--- src/rtl/tick_divider_multi_if.sv ---
// ---------------------------------------------------------------------------
// tick_divider_multi_if
// Control/status bundle for tick_divider_multi.
//   pause_sig [NUM_CH]      per-channel freeze request
//   div_wr                  one-cycle divisor write strobe
//   div_sel   [SEL_WIDTH]   channel targeted by div_wr
//   div_data  [COUNT_WIDTH] divisor value to load
//   tick_out  [NUM_CH]      one-cycle enable tick per channel
//   sq_out    [NUM_CH]      50% duty square wave per channel
// master drives the controls; slave is the divider block.
// ---------------------------------------------------------------------------
interface tick_divider_multi_if #(
    parameter int NUM_CH      = 4,
    parameter int COUNT_WIDTH = 24,
    parameter int SEL_WIDTH   = 2
);
    logic [NUM_CH-1:0]      pause_sig;
    logic                   div_wr;
    logic [SEL_WIDTH-1:0]   div_sel;
    logic [COUNT_WIDTH-1:0] div_data;
    logic [NUM_CH-1:0]      tick_out;
    logic [NUM_CH-1:0]      sq_out;

    modport master (
        output pause_sig, div_wr, div_sel, div_data,
        input  tick_out, sq_out
    );

    modport slave (
        input  pause_sig, div_wr, div_sel, div_data,
        output tick_out, sq_out
    );
endinterface

--- src/rtl/tick_divider_multi.sv ---
// ---------------------------------------------------------------------------
// tick_divider_multi
// Multi-channel programmable tick / square-wave generator. Each channel
// divides clk by its own divisor, can be paused without losing phase, and is
// reprogrammed through a shared single-channel write port.
//   clk  : system clock
//   rst  : asynchronous active-high reset (divisors revert to DEFAULT_DIV)
//   bus  : tick_divider_multi_if.slave (pause/write controls, tick/sq outputs)
// Optional: define TICK_DIVIDER_PAUSE_SYNC_EN to pass every pause bit through
// a 2-flop synchronizer (for raw button inputs); pause then acts 2 cycles later.
// ---------------------------------------------------------------------------

// One divider channel. Priority: write > disabled (div==0) > pause > run.
module tick_divider_ch #(
    parameter int COUNT_WIDTH = 24,
    parameter int DEFAULT_DIV = 6000000
) (
    input  logic                   clk,
    input  logic                   rst,
    input  logic                   pause_i,
    input  logic                   wr_i,
    input  logic [COUNT_WIDTH-1:0] data_i,
    output logic                   tick_o,
    output logic                   sq_o
);
    localparam logic [COUNT_WIDTH-1:0] ONE = COUNT_WIDTH'(1);

    logic [COUNT_WIDTH-1:0] div_q, div_d;
    logic [COUNT_WIDTH-1:0] cnt_q, cnt_d;
    logic                   tick_q, tick_d;
    logic                   sq_q, sq_d;

    always_ff @(posedge clk or posedge rst) begin
        if (rst) begin
            div_q  <= COUNT_WIDTH'(DEFAULT_DIV);
            cnt_q  <= '0;
            tick_q <= 1'b0;
            sq_q   <= 1'b0;
        end else begin
            div_q  <= div_d;
            cnt_q  <= cnt_d;
            tick_q <= tick_d;
            sq_q   <= sq_d;
        end
    end

    always_comb begin
        div_d  = div_q;
        cnt_d  = cnt_q;
        tick_d = 1'b0;
        sq_d   = sq_q;
        if (wr_i) begin
            // New period starts at the write edge; sq phase is kept.
            div_d = data_i;
            cnt_d = '0;
        end else if (div_q == '0) begin
            cnt_d = '0;
            sq_d  = 1'b0;
        end else if (!pause_i) begin
            // A write always clears cnt, so cnt never passes div-1 and an
            // equality compare is enough for the terminal count.
            if (cnt_q == div_q - ONE) begin
                cnt_d  = '0;
                tick_d = 1'b1;
                sq_d   = ~sq_q;
            end else begin
                cnt_d = cnt_q + ONE;
            end
        end
    end

    assign tick_o = tick_q;
    assign sq_o   = sq_q;
endmodule

module tick_divider_multi #(
    parameter int NUM_CH      = 4,
    parameter int COUNT_WIDTH = 24,
    parameter int SEL_WIDTH   = 2,
    parameter int DEFAULT_DIV = 6000000
) (
    input  logic                 clk,
    input  logic                 rst,
    tick_divider_multi_if.slave  bus
);
    logic [NUM_CH-1:0] pause_use;

`ifdef TICK_DIVIDER_PAUSE_SYNC_EN
    logic [NUM_CH-1:0] sync1_q, sync2_q;

    always_ff @(posedge clk or posedge rst) begin
        if (rst) begin
            sync1_q <= '0;
            sync2_q <= '0;
        end else begin
            sync1_q <= bus.pause_sig;
            sync2_q <= sync1_q;
        end
    end

    assign pause_use = sync2_q;
`else
    assign pause_use = bus.pause_sig;
`endif

    genvar i;
    generate
        for (i = 0; i < NUM_CH; i++) begin : g_ch
            logic wr_sel;
            // Selects >= NUM_CH match no channel, so such writes are dropped.
            assign wr_sel = bus.div_wr && (bus.div_sel == SEL_WIDTH'(i));

            tick_divider_ch #(
                .COUNT_WIDTH (COUNT_WIDTH),
                .DEFAULT_DIV (DEFAULT_DIV)
            ) u_ch (
                .clk     (clk),
                .rst     (rst),
                .pause_i (pause_use[i]),
                .wr_i    (wr_sel),
                .data_i  (bus.div_data),
                .tick_o  (bus.tick_out[i]),
                .sq_o    (bus.sq_out[i])
            );
        end
    endgenerate
endmodule

--- src/flat_wrapper.sv ---
// flat-port wrapper written by rule: the top's interface ports become plain ports
module tick_divider_multi_flat 
#(
    parameter int NUM_CH      = 4,
    parameter int COUNT_WIDTH = 24,
    parameter int SEL_WIDTH   = 2,
    parameter int DEFAULT_DIV = 6000000
)
  (clk, rst, bus_pause_sig, bus_div_wr, bus_div_sel, bus_div_data, bus_tick_out, bus_sq_out);
  tick_divider_multi_if #(.NUM_CH(NUM_CH), .COUNT_WIDTH(COUNT_WIDTH), .SEL_WIDTH(SEL_WIDTH)) bus_i ();
  input  logic clk;
  input  logic rst;
  input wire logic [$bits(bus_i.pause_sig)-1:0] bus_pause_sig;
  input wire logic [$bits(bus_i.div_wr)-1:0] bus_div_wr;
  input wire logic [$bits(bus_i.div_sel)-1:0] bus_div_sel;
  input wire logic [$bits(bus_i.div_data)-1:0] bus_div_data;
  output wire logic [$bits(bus_i.tick_out)-1:0] bus_tick_out;
  output wire logic [$bits(bus_i.sq_out)-1:0] bus_sq_out;
  assign bus_i.pause_sig = bus_pause_sig;
  assign bus_i.div_wr = bus_div_wr;
  assign bus_i.div_sel = bus_div_sel;
  assign bus_i.div_data = bus_div_data;
  assign bus_tick_out = bus_i.tick_out;
  assign bus_sq_out = bus_i.sq_out;
  tick_divider_multi #(.NUM_CH(NUM_CH), .COUNT_WIDTH(COUNT_WIDTH), .SEL_WIDTH(SEL_WIDTH), .DEFAULT_DIV(DEFAULT_DIV)) u_core (.clk(clk), .rst(rst), .bus(bus_i));
endmodule
--- config.mk ---
export PLATFORM = sky130hd
export DESIGN_NAME = tick_divider_multi_flat
export DESIGN_NICKNAME = d
export VERILOG_FILES = /design/src/rtl/tick_divider_multi_if.sv /design/src/rtl/tick_divider_multi.sv /design/src/flat_wrapper.sv
export SDC_FILE = /design/constraint.sdc
export NUM_CORES = 1
export LEC_CHECK = 0
export ABC_CLOCK_PERIOD_IN_PS = 20900
export CAP_MARGIN = 5
export CORE_MARGIN = 5
export CORE_UTILIZATION = 48
export CTS_CLUSTER_DIAMETER = 150
export CTS_CLUSTER_SIZE = 25
export DETAILED_ROUTE_END_ITERATION = 10
export HOLD_SLACK_MARGIN = 0.02
export SYNTH_ARGS = -nofsm -noshare
export SYNTH_HDL_FRONTEND = slang
export SYNTH_SLANG_ARGS = --single-unit
--- constraint.sdc ---
create_clock -name clk -period 20.9 [get_ports clk]
set_input_delay 4.18 -clock clk [delete_from_list [all_inputs] [get_ports clk]]
set_output_delay 4.18 -clock clk [all_outputs]
set_load 0.005 [all_outputs]
==> results_dict.tcl <==
set metrics [dict create \
    drtIter0Drc 883 \
    fin_util 0.523 \
    clock.fmax_ghz 0.147 \
    crit_path_cell_trace "clkdlybuf4s50_1, nor3b_2, buf_4, o21ba_2, nor2b_1, and3_1, nor3b_1, a221oi_4, o41ai_2" \
    fin_nets 1601 \
    report.final.slew_viol_count 0 \
    final_antenna_net_count 0 \
    reg2reg_depth 8 \
    fin_crit_sh 0.325 \
    timing.rr.start "u_core.g_ch[3].u_ch.div_q[2]" \
    coreArea_mm2 0.0285 \
    worst_clock_skew_ns 0.0153 \
    die-area_mm2 0.0323 \
    timing.reg2reg.setup_slack_ns 16.71 \
    worstPathRequired_ns 21.24 \
    crit_type "input port to register" \
    tns_ns 0 \
    synth_area_mm2 0.0138 \
    gr-total-overflow 0 \
    start_util 0.484 \
    async_flop_share 1.00 \
    synth_edf_count 0 \
    tritoncts "done" \
    grt_pass1_vias 11100 \
    cp_slowest_stage_delay_ns 0.69 \
    finalHoldViolations 0 \
    power.density_mw_per_mm2 80.8 \
    regArea_mm2 0.00505 \
    reg2reg_to "u_core.g_ch[3].u_ch.cnt_q[18]" \
    multi_input_area_mm2 0.00815 \
    fillers 2725 \
    die_h_um 180 \
    tightest_slew_ns 1.03 \
    grt_max_degree 148 \
    numCtsBuffers 17 \
    cts.path.max_buffers 2 \
    syn_area_per_cell_um2 8.67 \
    whs_ns 0.480 \
    ctsResizeCount 0 \
    die_x_um 180 \
    antenna_found_initial 0 \
    gp_congestion 0.892 \
    place_inst 1925 \
    first_pass_iters 6 \
    p_total_mw 1.21 \
    synth_fp_nets 1634 \
    synth_cell_type_count 90 \
    holdBufCountCts 0 \
    finalSetupViolCount 0 \
    final_cell_mix "249 x nand2_1, 160 x dfrtp_1, 90 x nor2_1" \
    n_antenna_cell 0 \
    yosys-top-cells-area "dfrtp_1 29%, dfstp_2 7.6%, nand2_1 6.8%" \
    synth_top_cell_by_area "dfrtp_1" \
    post_cts_buffers 0 \
    drv_cap 0 \
    io_pins 41 \
    slew-limit-headroom 0.313 \
    clock_latency_ns 0.45 \
    htree_levels 4 \
    row_count 62 \
    grt_usage 0.224 \
    netlist_instances 1593 \
    post_drt_via_cell_ratio 6.01 \
    fin_cells 1956 \
    cts-root-buf "clkbuf_16" \
    p_leak_nw 5.88 \
    cp-end-kind "register" \
    rsz0062_at_grt "no" \
    outcome "complete, no violations" \
    worstPathArrival_ns 7.14 \
    ys_ff_latch 200 \
    synth.top_cell.area_share 0.290 \
    io_buffers 40 \
    route.vias.total 11800 \
    wl_um 36500 \
    crit_path_start_kind "input port" \
    dp_hpwl_um 25700 \
    grt_pass1_wl_um 60100 \
    yosysSeqAreaShare 0.366 \
    avgRoutedWirePerCell_um 18.7 \
    syn_to_final_growth_pct 7.96 \
    clkSinkCount 200 \
    ys.flop_type "dfrtp_1" \
    crit_start "bus_div_sel[1]" \
    crit_fanout 29 \
    hp-class "register to register" \
    final.min_clock_period_ns 6.80 \
    ir_drop_v 0.0000526 \
    clkSlewWorstSetupHoldPaths_ns 0.08 \
    endpoint "u_core.g_ch[0].u_ch.cnt_q[18]" \
    drc_errors 0 \
    final_common_cell "nand2_1" \
    yosysWarnings 0 \
    cp_slowest_cell "nor2b_1" \
    final_layout_size_suffix_gt1_frac 0.125 \
]
==> logic make-up (layout without fill, tap and decap cells) <==
kind of cell	after synthesis	in the layout	synth area share
adder cells (fa/ha/maj)	8	8	0.00724
XOR/XNOR	141	141	0.0894
flip-flops	200	200	0.366
buffers and inverters	137	116	0.0462
AO/OA/AOI/OAI	266	266	0.144
AND/OR/NAND/NOR	791	791	0.307
multiplexers	50	50	0.0405
==> stage by stage <==
| step | worst slack (ns) | instance area (µm²) |
|---|---|---|
| floorplan | 11.33 | 13800 |
| global placement | 13.75 | 14300 |
| detailed placement | 13.73 | 14300 |
| CTS | 14.20 | 14900 |
| global route | 13.97 | 14900 |
| finish | 14.10 | 14900 |
==> synth_stat cells, types with 23 or more instances <==
cell type  count
mux2_2        47
clkbuf_1      54
nor3_1        80
nor3b_1       26
dfstp_2       40
o21ai_0       57
xor2_1        52
or3_1         33
nor4_1        30
a21oi_1       23
nor2_1        92
and3_1        33
nand2_1      249
xnor2_1       89
dfrtp_1      160
inv_1         35
nand3_1       72
nand4_1       27
==> state kept, by name (all words and copies together), names as in the netlist <==
name	flops
u_core.g_ch.u_ch.cnt_q	96
u_core.g_ch.u_ch.div_q	96
u_core.g_ch.u_ch.sq_o	4
u_core.g_ch.u_ch.tick_o	4
==> layout make-up <==
class                           instances  area share
Multi-Input combinational cell       1256       0.546
Sequential cell                       200       0.339
Tap cell                              384      0.0322
Timing Repair Buffer                   50      0.0319
Clock buffer                           18      0.0294
Clock inverter                         13      0.0122
Inverter                               35     0.00931
==> worst max-delay path: cells and delay by family <==
| family | cells | cell delay (ns) |
|---|---|---|
| buf+inv | 2 | 0.93 |
| compound gates | 3 | 0.57 |
| simple gates | 4 | 1.45 |
==> layer usage <==
layer  routed length [µm]  GRT usage
met1                17400      0.328
met2                17000      0.357
met3                 1600     0.0319
met4                  480     0.0469
met5                    0          0
==> how the worst min path moves through the flow <==
stage,startpoint,to,slack (ns),cells after the start
final,u_core.g_ch[1].u_ch.div_q[22],u_core.g_ch[1].u_ch.div_q[22],0.48,2
after global routing,u_core.g_ch[2].u_ch.div_q[19],u_core.g_ch[2].u_ch.div_q[19],0.50,2
after CTS,u_core.g_ch[1].u_ch.div_q[22],u_core.g_ch[1].u_ch.div_q[22],0.48,2
after detailed placement,u_core.g_ch[1].u_ch.div_q[22],u_core.g_ch[1].u_ch.div_q[22],0.47,2
after global placement,u_core.g_ch[2].u_ch.div_q[19],u_core.g_ch[2].u_ch.div_q[19],0.46,2
after floorplan,u_core.g_ch[2].u_ch.div_q[19],u_core.g_ch[2].u_ch.div_q[19],0.45,2
==> report_power, final <==
group,switching (mW),internal (mW)
registers,0.0975,0.450
logic,0.158,0.138
clock network,0.167,0.196
No activity file was read; power rests on OpenSTA's default activity.
